**config.mk**
```make
export PLATFORM = sky130hd
export DESIGN_NAME = decode_stage_flat
export DESIGN_NICKNAME = d
export VERILOG_FILES = /design/src/rtl/decode_stage.sv /design/src/rtl/decode_stage_if.sv /design/src/flat_wrapper.sv
export SDC_FILE = /design/constraint.sdc
export NUM_CORES = 1
export LEC_CHECK = 0
export CAP_MARGIN = 20
export CORE_UTILIZATION = 56
export DETAILED_ROUTE_END_ITERATION = 6
export PLACE_DENSITY_LB_ADDON = 0.08
export SLEW_MARGIN = 10
export SYNTH_ARGS = -nofsm -noshare
export SYNTH_HDL_FRONTEND = slang
export SYNTH_SLANG_ARGS = --single-unit
```
**constraint.sdc**
```tcl
create_clock -name clk -period 3.2 [get_ports clk]
set_input_delay 0.64 -clock clk [delete_from_list [all_inputs] [get_ports clk]]
set_output_delay 0.64 -clock clk [all_outputs]
set_load 0.1 [all_outputs]
```
**src/rtl/decode_stage.sv**
```systemverilog
// rtl/decode_stage.sv - registered RV32I(+M,+Zicsr) decode stage with skid buffer
//
// Purpose: decodes raw instruction words into a dec_ctrl_t bundle, flags illegal
//          encodings, suppresses x0 writes and counts legal instructions handed on.
// Ports:
//   clk        rising-edge clock
//   reset_n    asynchronous active-low reset
//   flush      synchronous drop of every held instruction
//   bus        decode_stage_if.slave: in_* from fetch, out_* to execute
//   dec_count  number of legal instructions transferred to execute (wraps)

package decoder_pkg;

  localparam logic [6:0] OPC_LUI    = 7'b0110111;
  localparam logic [6:0] OPC_AUIPC  = 7'b0010111;
  localparam logic [6:0] OPC_JAL    = 7'b1101111;
  localparam logic [6:0] OPC_JALR   = 7'b1100111;
  localparam logic [6:0] OPC_BRANCH = 7'b1100011;
  localparam logic [6:0] OPC_LOAD   = 7'b0000011;
  localparam logic [6:0] OPC_STORE  = 7'b0100011;
  localparam logic [6:0] OPC_ALUI   = 7'b0010011;
  localparam logic [6:0] OPC_ALU    = 7'b0110011;
  localparam logic [6:0] OPC_FENCE  = 7'b0001111;
  localparam logic [6:0] OPC_SYSTEM = 7'b1110011;

  // Encoded as funct3 so the ALU op is a straight copy; SUB/SRA use sub_arith.
  typedef enum logic [2:0] {
    ALU_ADD  = 3'b000,
    ALU_SLL  = 3'b001,
    ALU_SLT  = 3'b010,
    ALU_SLTU = 3'b011,
    ALU_XOR  = 3'b100,
    ALU_SRL  = 3'b101,
    ALU_OR   = 3'b110,
    ALU_AND  = 3'b111
  } alu_op_t;

  typedef enum logic [1:0] {A_RS1 = 2'd0, A_PC = 2'd1, A_ZERO = 2'd2} alu_a_sel_t;
  typedef enum logic       {B_RS2 = 1'b0, B_IMM = 1'b1} alu_b_sel_t;
  typedef enum logic [2:0] {WB_ALU = 3'd0, WB_MEM = 3'd1, WB_PC4 = 3'd2,
                            WB_CSR = 3'd3, WB_MUL = 3'd4} wb_sel_t;

  typedef struct packed {
    logic [31:0] imm;
    logic [11:0] csr_addr;
    logic [4:0]  rs1;
    logic [4:0]  rs2;
    logic [4:0]  rd;
    logic        branch_instr;
    logic        branch_always;
    logic [2:0]  branch_cond;
    alu_op_t     alu_op;
    alu_a_sel_t  alu_a_sel;
    alu_b_sel_t  alu_b_sel;
    logic        sub_arith;
    logic [3:0]  mul_op;          // [3]=M-group op, [2:0]=funct3
    logic        dmem_read_enable;
    logic        dmem_write_enable;
    logic [1:0]  dmem_size;
    logic        dmem_unsigned;
    logic        csr_enable;
    logic [1:0]  csr_op;
    logic        csr_imm;
    logic        wb_write_enable;
    wb_sel_t     wb_mux_sel;
  } dec_ctrl_t;

endpackage

module decode_stage
  import decoder_pkg::*;
#(
  parameter int M_EXT = 1,
  parameter int ZICSR = 1,
  parameter int SKID  = 1,
  parameter int CNT_W = 32
) (
  input  logic             clk,
  input  logic             reset_n,
  input  logic             flush,
  decode_stage_if.slave    bus,
  output logic [CNT_W-1:0] dec_count
);

  typedef struct packed {
    dec_ctrl_t   ctrl;
    logic [31:0] pc;
    logic [31:0] instr;
    logic        illegal;
  } slot_t;

  typedef enum logic [1:0] {S_EMPTY = 2'd0, S_ONE = 2'd1, S_TWO = 2'd2} state_t;

  state_t           state_q;
  logic             in_ready_q;
  slot_t            out_q;
  slot_t            skid_q;
  logic [CNT_W-1:0] count_q;

  logic [31:0] instr;
  logic [6:0]  opcode;
  logic [2:0]  funct3;
  logic [6:0]  funct7;
  logic [31:0] imm_i, imm_s, imm_b, imm_u, imm_j;
  dec_ctrl_t   ctrl;
  logic        illegal;
  slot_t       slot_d;
  logic        out_valid;
  logic        in_ready;
  logic        accept;
  logic        drain;

  assign instr  = bus.in_instr;
  assign opcode = instr[6:0];
  assign funct3 = instr[14:12];
  assign funct7 = instr[31:25];

  assign imm_i = {{20{instr[31]}}, instr[31:20]};
  assign imm_s = {{20{instr[31]}}, instr[31:25], instr[11:7]};
  assign imm_b = {{19{instr[31]}}, instr[31], instr[7], instr[30:25], instr[11:8], 1'b0};
  assign imm_u = {instr[31:12], 12'b0};
  assign imm_j = {{11{instr[31]}}, instr[31], instr[19:12], instr[20], instr[30:21], 1'b0};

  // Every recognised opcode ends in 2'b11, so a full 7-bit opcode match also
  // rejects compressed/short encodings through the default arm.
  always_comb begin
    ctrl          = '0;
    illegal       = 1'b0;
    ctrl.rs1      = instr[19:15];
    ctrl.rs2      = instr[24:20];
    ctrl.rd       = instr[11:7];
    ctrl.csr_addr = instr[31:20];
    case (opcode)
      OPC_LUI: begin
        ctrl.imm             = imm_u;
        ctrl.alu_a_sel       = A_ZERO;
        ctrl.alu_b_sel       = B_IMM;
        ctrl.wb_write_enable = 1'b1;
      end
      OPC_AUIPC: begin
        ctrl.imm             = imm_u;
        ctrl.alu_a_sel       = A_PC;
        ctrl.alu_b_sel       = B_IMM;
        ctrl.wb_write_enable = 1'b1;
      end
      OPC_JAL: begin
        ctrl.imm             = imm_j;
        ctrl.branch_instr    = 1'b1;
        ctrl.branch_always   = 1'b1;
        ctrl.alu_a_sel       = A_PC;
        ctrl.alu_b_sel       = B_IMM;
        ctrl.wb_write_enable = 1'b1;
        ctrl.wb_mux_sel      = WB_PC4;
      end
      OPC_JALR: begin
        if (funct3 != 3'b000) illegal = 1'b1;
        ctrl.imm             = imm_i;
        ctrl.branch_instr    = 1'b1;
        ctrl.branch_always   = 1'b1;
        ctrl.alu_b_sel       = B_IMM;
        ctrl.wb_write_enable = 1'b1;
        ctrl.wb_mux_sel      = WB_PC4;
      end
      OPC_BRANCH: begin
        if (funct3 == 3'b010 || funct3 == 3'b011) illegal = 1'b1;
        ctrl.imm          = imm_b;
        ctrl.branch_instr = 1'b1;
        ctrl.branch_cond  = funct3;
      end
      OPC_LOAD: begin
        if (funct3 == 3'b011 || funct3 == 3'b110 || funct3 == 3'b111) illegal = 1'b1;
        ctrl.imm              = imm_i;
        ctrl.alu_b_sel        = B_IMM;
        ctrl.dmem_read_enable = 1'b1;
        ctrl.dmem_size        = funct3[1:0];
        ctrl.dmem_unsigned    = funct3[2];
        ctrl.wb_write_enable  = 1'b1;
        ctrl.wb_mux_sel       = WB_MEM;
      end
      OPC_STORE: begin
        if (funct3 >= 3'b011) illegal = 1'b1;
        ctrl.imm               = imm_s;
        ctrl.alu_b_sel         = B_IMM;
        ctrl.dmem_write_enable = 1'b1;
        ctrl.dmem_size         = funct3[1:0];
      end
      OPC_ALUI: begin
        ctrl.imm             = imm_i;
        ctrl.alu_op          = alu_op_t'(funct3);
        ctrl.alu_b_sel       = B_IMM;
        ctrl.wb_write_enable = 1'b1;
        // Shift-immediates reuse imm[11:5] as a funct7 qualifier.
        if (funct3 == 3'b001) begin
          if (funct7 != 7'b0000000) illegal = 1'b1;
        end else if (funct3 == 3'b101) begin
          if (funct7 == 7'b0100000) ctrl.sub_arith = 1'b1;
          else if (funct7 != 7'b0000000) illegal = 1'b1;
        end
      end
      OPC_ALU: begin
        ctrl.alu_op          = alu_op_t'(funct3);
        ctrl.wb_write_enable = 1'b1;
        case (funct7)
          7'b0000000: ;
          7'b0100000: begin
            if (funct3 != 3'b000 && funct3 != 3'b101) illegal = 1'b1;
            ctrl.sub_arith = 1'b1;
          end
          7'b0000001: begin
            if (M_EXT != 0) begin
              ctrl.mul_op     = {1'b1, funct3};
              ctrl.wb_mux_sel = WB_MUL;
            end else begin
              illegal = 1'b1;
            end
          end
          default: illegal = 1'b1;
        endcase
      end
      OPC_FENCE: ;
      OPC_SYSTEM: begin
        // funct3=000 (ECALL/EBREAK/xRET) carries no side effects here; execute
        // inspects out_instr for those.
        if (funct3 == 3'b100) begin
          illegal = 1'b1;
        end else if (funct3 != 3'b000) begin
          if (ZICSR == 0) illegal = 1'b1;
          ctrl.csr_enable      = 1'b1;
          ctrl.csr_op          = funct3[1:0];
          ctrl.csr_imm         = funct3[2];
          ctrl.imm             = {27'b0, instr[19:15]};
          ctrl.wb_write_enable = 1'b1;
          ctrl.wb_mux_sel      = WB_CSR;
        end
      end
      default: illegal = 1'b1;
    endcase
    if (illegal) begin
      ctrl.wb_write_enable   = 1'b0;
      ctrl.dmem_write_enable = 1'b0;
      ctrl.csr_enable        = 1'b0;
      ctrl.branch_instr      = 1'b0;
      ctrl.branch_always     = 1'b0;
    end
    if (ctrl.rd == 5'd0) ctrl.wb_write_enable = 1'b0;
  end

  assign slot_d = '{ctrl: ctrl, pc: bus.in_pc, instr: instr, illegal: illegal};

  assign out_valid = (state_q != S_EMPTY);
  // With the skid buffer in_ready is a register so it never sees out_ready;
  // without it the stage only passes through when its output moves.
  assign in_ready  = (SKID != 0) ? in_ready_q : (!out_valid || bus.out_ready);
  assign accept    = bus.in_valid && in_ready;
  assign drain     = out_valid && bus.out_ready;

  always_ff @(posedge clk or negedge reset_n) begin
    if (!reset_n) begin
      state_q    <= S_EMPTY;
      in_ready_q <= 1'b1;
      out_q      <= '0;
      skid_q     <= '0;
      count_q    <= '0;
    end else if (flush) begin
      state_q    <= S_EMPTY;
      in_ready_q <= 1'b1;
    end else begin
      if (drain && !out_q.illegal) count_q <= count_q + CNT_W'(1);
      case (state_q)
        S_EMPTY: begin
          if (accept) begin
            out_q   <= slot_d;
            state_q <= S_ONE;
          end
        end
        S_ONE: begin
          if (accept && drain) begin
            out_q <= slot_d;
          end else if (accept) begin
            // Output stalled: park the new word so out_* stays stable.
            skid_q     <= slot_d;
            state_q    <= S_TWO;
            in_ready_q <= 1'b0;
          end else if (drain) begin
            state_q <= S_EMPTY;
          end
        end
        S_TWO: begin
          if (drain) begin
            out_q      <= skid_q;
            state_q    <= S_ONE;
            in_ready_q <= 1'b1;
          end
        end
        default: begin
          state_q    <= S_EMPTY;
          in_ready_q <= 1'b1;
        end
      endcase
    end
  end

  assign bus.in_ready    = in_ready;
  assign bus.out_valid   = out_valid;
  assign bus.out_ctrl    = out_q.ctrl;
  assign bus.out_pc      = out_q.pc;
  assign bus.out_instr   = out_q.instr;
  assign bus.out_illegal = out_q.illegal;
  assign dec_count       = count_q;

endmodule

```
**src/rtl/decode_stage_if.sv**
```systemverilog
// rtl/decode_stage_if.sv - fetch-side and execute-side handshake bundle of the decode stage
//
// Purpose: groups the upstream (instruction in) and downstream (decoded bundle out)
//          valid/ready channels of decode_stage.
// Signals:
//   in_valid/in_ready/in_instr/in_pc                   fetch -> decode channel
//   out_valid/out_ready/out_ctrl/out_pc/out_instr/out_illegal   decode -> execute channel
// Modports:
//   slave  - the decode stage itself
//   master - the environment (fetch source and execute sink)
// CTRL_W must equal $bits(decoder_pkg::dec_ctrl_t).

interface decode_stage_if #(
  parameter int CTRL_W = 88
);
  logic              in_valid;
  logic              in_ready;
  logic [31:0]       in_instr;
  logic [31:0]       in_pc;
  logic              out_valid;
  logic              out_ready;
  logic [CTRL_W-1:0] out_ctrl;
  logic [31:0]       out_pc;
  logic [31:0]       out_instr;
  logic              out_illegal;

  modport slave (
    input  in_valid, in_instr, in_pc, out_ready,
    output in_ready, out_valid, out_ctrl, out_pc, out_instr, out_illegal
  );

  modport master (
    output in_valid, in_instr, in_pc, out_ready,
    input  in_ready, out_valid, out_ctrl, out_pc, out_instr, out_illegal
  );
endinterface

```
**src/flat_wrapper.sv**
```systemverilog
// flat-port wrapper written by rule: the top's interface ports become plain ports
module decode_stage_flat import decoder_pkg::*;
#(
  parameter int M_EXT = 1,
  parameter int ZICSR = 1,
  parameter int SKID  = 1,
  parameter int CNT_W = 32
)
  (clk, reset_n, flush, dec_count, bus_in_valid, bus_in_instr, bus_in_pc, bus_out_ready, bus_in_ready, bus_out_valid, bus_out_ctrl, bus_out_pc, bus_out_instr, bus_out_illegal);
  decode_stage_if #(.CTRL_W($bits(dec_ctrl_t))) bus_i ();
  input  logic clk;
  input  logic reset_n;
  input  logic flush;
  output logic [CNT_W-1:0] dec_count;
  input wire logic [$bits(bus_i.in_valid)-1:0] bus_in_valid;
  input wire logic [$bits(bus_i.in_instr)-1:0] bus_in_instr;
  input wire logic [$bits(bus_i.in_pc)-1:0] bus_in_pc;
  input wire logic [$bits(bus_i.out_ready)-1:0] bus_out_ready;
  output wire logic [$bits(bus_i.in_ready)-1:0] bus_in_ready;
  output wire logic [$bits(bus_i.out_valid)-1:0] bus_out_valid;
  output wire logic [$bits(bus_i.out_ctrl)-1:0] bus_out_ctrl;
  output wire logic [$bits(bus_i.out_pc)-1:0] bus_out_pc;
  output wire logic [$bits(bus_i.out_instr)-1:0] bus_out_instr;
  output wire logic [$bits(bus_i.out_illegal)-1:0] bus_out_illegal;
  assign bus_i.in_valid = bus_in_valid;
  assign bus_i.in_instr = bus_in_instr;
  assign bus_i.in_pc = bus_in_pc;
  assign bus_i.out_ready = bus_out_ready;
  assign bus_in_ready = bus_i.in_ready;
  assign bus_out_valid = bus_i.out_valid;
  assign bus_out_ctrl = bus_i.out_ctrl;
  assign bus_out_pc = bus_i.out_pc;
  assign bus_out_instr = bus_i.out_instr;
  assign bus_out_illegal = bus_i.out_illegal;
  decode_stage #(.M_EXT(M_EXT), .ZICSR(ZICSR), .SKID(SKID), .CNT_W(CNT_W)) u_core (.clk(clk), .reset_n(reset_n), .flush(flush), .bus(bus_i), .dec_count(dec_count));
endmodule
```
==> impl_metrics.toml, run 1 <==
[floorplanning]
io_pins = 256
die-area_sq_um = 24100
rows = 55
start_util = 0.576
core_area_sq_um = 22800
die_w_um = 155
die_y_um = 155

[routing]
vias_per_cell = 5.68
first_iter_violations = 913
vias = 11500
first_pass_iters = 6
wl_per_cell_um = 18.0
ant_nets = 0
wirelength_um = 36500
drcViolationCount = 0

[critical_path]
required_ps = 3660
slowest_delay_ps = 730
end_kind = "flip-flop"
startpoint_type = "primary input"
critPathSlowestCell = "clkdlybuf4s50_1"
critPathBufInv = 1
cp.arrival_ps = 2890
critPathTopFamily = "simple AND/OR/NAND/NOR gates"
crit_chain = "clkdlybuf4s50_1 > or2b_2 > nor4_1 > nor4bb_1 > nand2_1 > a31oi_1"
crit_type = "in -> reg"
crit_fanout = 12

[yosys]
ys.flop_type = "dfrtp_1"
synthCells = 1480
synth_nets = 1550
synth.avg_cell_area_sq_um = 8.90
synth_edf_count = 0
yosys_warnings = 0
async_flop_share = 1.00
synth_seq_cells = 287
ys_seq_area_frac = 0.546
synth_area_sq_um = 13200
synth.distinct_cells = 72

[sta]
slew_violations = 0
final-hold-violation-count = 0
maxSlewHeadroom = 0.493
fin_worst_skew_ps = 11.3
setup_viol = 0
period_needed_ps = 2440
timing.final.crit_share = 0.761
rsz0062_at_grt = "no"
finalSetupTns_ps = 0
fmax_ghz = 0.410
tightest_slew_ps = 758

[layout]
syn2layout_area_growth_pct = 26.3
final_cell_mix = "nand2_1 (469), dfrtp_1 (286), buf_4 (230)"
stdcell_area_sq_um = 16600
layout_commonest_cell = "nand2_1"
nets = 1758
drive_above_1_share = 0.188

[clock_tree]
cts.htree.levels = 1
cts_setup_buffers = 0
root_buffer = "clkbuf_16"
cts_resized = 0
cts.clk_slew.worst_paths_ps = 60
insertion_delay_ps = 540
numCtsBuffers = 31
cts_buffer_depth = 3
clock-sinks = 287
ctsHoldBuffers = 0
cts_tree = "built"

[run]
drv_cap = 0

[power]
switching_share = 0.433
p_leak_nw = 7.97
peakVddDrop_v = 0.000596
switching_power_mw = 5.68
clkPwrFrac = 0.280
p_int_mw = 7.45
p_seq_frac = 0.354
combPwrFrac = 0.366
powerDensity_nw_per_um2 = 790

[place]
hpwl_um = 24200
dpl_cell_area_sq_um = 15600
place.gp.congestion = 0.908
port_buffers = 255

[global_route]
first_global_vias = 11000
track_usage = 0.303
grt_pass1_wl_um = 58100
grt_max_degree = 78
antenna_found_initial = 2
gr-total-overflow = 0

[hold_path]
hold_class = "in -> async"

[status]
status = "completed"
sequential cells by signal, summed over array words and instances (netlist names):
signal                  count
u_core.bus.in_ready         1
u_core.bus.out_ctrl        61
u_core.bus.out_instr       32
u_core.skid_q             126
u_core.bus.out_pc          32
u_core.bus.out_illegal      1
u_core.state_q              2
u_core.dec_count           32
power by group through the flow:
stage,registers [mW],logic (mW),clock network [mW]
final,4.65,4.81,3.67
after global routing,4.72,5.00,3.86
after CTS,4.64,4.83,3.71
after detailed placement,4.70,4.82,0
after global placement,4.67,4.76,0
after floorplan,6.93,1.47,0
stage by stage:
step	cells	worst slack [ps]	power [mW]	hold slack, ps	utilization
6_report	2027	763	13.1	47.5	0.728
5_1_grt	2026	571	13.6	92.6	0.728
4_1_cts	2025	825	13.2	72.6	0.728
3_5_place_dp	1968	299	9.52	459	0.681
3_3_place_gp	1968	378	9.44	453	0.681
2_1_floorplan	1480	804	8.39	344	-
path summary, 6_finish.rpt:
path / cells past startpoint / startpoint / slack (ps) / endpoint
hold reg to reg: 2 / u_core.skid_q[68]$_DFFE_PN0P_ / 470 / u_core.skid_q[68]$_DFFE_PN0P_
setup reg to reg: 6 / u_core.bus.in_ready$_DFFE_PN1P_ / 890 / u_core.bus.out_pc[24]$_DFFE_PN0P_
min in group clk: 2 / u_core.skid_q[68]$_DFFE_PN0P_ / 470 / u_core.skid_q[68]$_DFFE_PN0P_
hold / removal: 1 / reset_n / 50 / u_core.dec_count[14]$_DFFE_PN0P_
max in group asynchronous: 2 / reset_n / 2270 / u_core.bus.out_instr[29]$_DFFE_PN0P_
setup / recovery: 6 / bus_in_instr[4] / 760 / u_core.bus.out_ctrl[17]$_DFFE_PN0P_
synth_stat cells (4+ instances only):
master / n / area [sq um]
nand2b_1: 4 / 25.0
a211oi_1: 25 / 188
and2_1: 5 / 31.3
nand3_1: 59 / 295
buf_2: 15 / 75.1
and4_1: 4 / 35.0
dfrtp_1: 286 / 7160
o21ai_1: 10 / 50.1
nor2_1: 132 / 495
xnor2_1: 21 / 184
and3_1: 8 / 50.1
xor2_1: 11 / 96.3
inv_1: 7 / 26.3
nand4_1: 10 / 62.6
nor3_1: 12 / 60.1
nand2_1: 469 / 1760
nor2b_1: 5 / 31.3
clkbuf_1: 85 / 319
a21o_1: 17 / 128
a222oi_1: 4 / 40.0
nor4_1: 7 / 43.8
clkbuf_8: 4 / 55.1
buf_4: 27 / 203
o21ai_0: 57 / 285
a31oi_1: 89 / 557
a21oi_1: 39 / 195
cell type report:
type / instances / area [sq um]
tap: 313 / 392
sequential: 287 / 7180
fill: 1794 / 6210
clock inverter: 11 / 133
inverter: 7 / 26.3
antenna: 2 / 5.00
clock buffer: 46 / 932
timing repair buffer: 311 / 2670
multi-input combinational: 1050 / 5290
cell families (layout without fill, tap and decap cells):
family	after synthesis	count (layout)	share of synthesized area
AO/OA/AOI/OAI	271	271	0.132
flip-flops	287	287	0.546
buffers and inverters	143	375	0.0574
other	0	2	0
adder cells (fa/ha/maj)	1	1	0.000950
multiplexers	5	5	0.00409
AND/OR/NAND/NOR	741	741	0.239
XOR/XNOR	32	32	0.0213
routing by layer:
layer	GRT usage	wire length, um	share of wire	up-vias
met5	0	0	0	-
met3	0.0421	2380	0.065	78
li1	-	-	-	5391
met2	0.505	17300	0.48	450
met4	0.105	1260	0.035	0
met1	0.408	15500	0.42	5592
No activity file was read; power rests on OpenSTA's default activity.
==> run 2: changes to the inputs <==
CORE_UTILIZATION = 47   (was 56)
clock period = 2.2 ns   (was 3.2 ns; I/O delays follow)
==> impl_metrics.toml, run 2 (synthesis gave the netlist of run 1 again) <==
[status]
status = "completed"

[critical_path]
slowest_delay_ps = 570
crit_type = "in -> reg"
crit_fanout = 3
startpoint_type = "primary input"
crit_chain = "clkdlybuf4s50_1 > or4_4 > nor4_1 > nor4bb_1 > buf_4 > nand2_1 > nand2_1"
crit_top_cell = "nand2_1"
required_ps = 2690
cp.arrival_ps = 2510
end_kind = "flip-flop"
critPathSlowestCell = "or4_4"

[floorplanning]
rows = 60
die_y_um = 169
io_pins = 256
start_util = 0.483
core_area_sq_um = 27300
die-area_sq_um = 28700
die_w_um = 169

[global_route]
track_usage = 0.260
grt_pass1_wl_um = 59200
busiest_layer = "met2"
grt_max_degree = 70
grt_util_met3 = 0.0366
met2_usage = 0.425
grt.met1_usage = 0.363
antenna_found_initial = 0
gr-total-overflow = 0
first_global_vias = 11000

[place]
hpwl_um = 25600
pre_cts_slack_ps = -392
dp_cells = 2112
port_buffers = 255
place.gp.congestion = 0.884

[power]
powerDensity_nw_per_um2 = 1100
peakVddDrop_v = 0.000829
fin_total_pwr_mw = 19.2
p_leak_nw = 8.41

[layout]
postLayoutCoreUtil = 0.642
syn2layout_area_growth_pct = 32.9
regMostFlops = "u_core.skid_q"
nets = 1844
stdcell_count = 2170
layout_commonest_cell = "nand2_1"
largest_reg_flops = 126
drive_above_1_share = 0.231
antenna_cells = 0
final_cell_mix = "nand2_1 (469), buf_4 (305), dfrtp_1 (278)"
n_fill_cell = 2302

[routing]
drcViolationCount = 0
first_pass_iters = 6
wirelength_um = 36800
wl_per_cell_um = 17.0
first_iter_violations = 915
ant_nets = 0
vias = 11500
vias_per_cell = 5.29

[clock_tree]
insertion_delay_ps = 550
numCtsBuffers = 31
cts.clk_slew.worst_paths_ps = 60
cts.htree.levels = 1
cts_buffer_depth = 3
clock-sinks = 287
root_buffer = "clkbuf_16"
cts_tree = "built"

[sta]
rsz0062_at_grt = "no"
finalSetupTns_ps = 0
setup_viol = 0
fin_worst_skew_ps = 5.66
layout_setup_ws_ps = 178
maxSlewHeadroom = 0.639
final-hold-violation-count = 0
tightest_slew_ps = 535
fmax_ghz = 0.495
timing.final.crit_share = 0.919
period_needed_ps = 2020
slew_violations = 0

[hold_path]
hold_class = "in -> async"

[run]
drv_cap = 0
-- run 2: changes by cell type in the layout (fill, tap and decap cells not counted), sizes merged --
cell	change
buf	+85
clkinvlp	+1
diode	-2
inv	+1
dlygate4sd3	+1
clkinv	-2
-- run 2: worst paths after layout --
path | start | to | slack (ps) | cells past startpoint
setup / recovery | bus_in_instr[29] | u_core.skid_q[82]$_DFFE_PN0P_ | 180 | 7
hold / removal | reset_n | u_core.dec_count[11]$_DFFE_PN0P_ | 390 | 2
max in group asynchronous | reset_n | u_core.skid_q[149]$_DFFE_PN0P_ | 1020 | 3
setup reg to reg | u_core.state_q[0]$_DFFE_PN0P_ | u_core.dec_count[20]$_DFFE_PN0P_ | 220 | 7
hold reg to reg | u_core.skid_q[48]$_DFFE_PN0P_ | u_core.skid_q[48]$_DFFE_PN0P_ | 470 | 2
min in group clk | bus_in_pc[26] | u_core.skid_q[59]$_DFFE_PN0P_ | 450 | 3
-- run 2: metrics by stage --
step / hold WS (ps) / instance area [sq um]
after floorplan: 144 / 13200
after global placement: 405 / 16400
after detailed placement: 403 / 16400
after CTS: 409 / 17500
after global routing: 441 / 17500
final: 392 / 17500
-- run 2: worst max-delay path: cells and delay by family --
kind          cells  cell delay, ps
simple gates      5            1450
buf+inv           2             600
-- run 2: final cells by class --
type                    count  area (sq um)  area share
flip-flops and latches    287          7200       0.411
multi-input cells        1050          5300       0.303
repair buffers            397          3450       0.197
clock buffers              46           932      0.0533
well taps                 372           465      0.0266
clock inverters            11           139     0.00793
inverters                   7          26.3     0.00150
-- run 2: per-layer routing --
layer	up-vias	wire length (um)
met3	46	2000
met1	5528	16800
li1	5549	-
met2	353	17300
met5	-	0
met4	0	691
-- run 2: where the power goes --
group | switching [mW] | total [mW] | internal [mW]
logic | 5.58 | 7.11 | 1.53
registers | 0.576 | 6.74 | 6.16
clock network | 2.12 | 5.38 | 3.27
-- run 2: timing repair --
item                                    CTS  global route
gates resized for setup                   0             1
endpoints found under the setup margin    0             3
buffers inserted                          0             0
endpoints found under the hold margin    46             0
hold buffers                              1             0
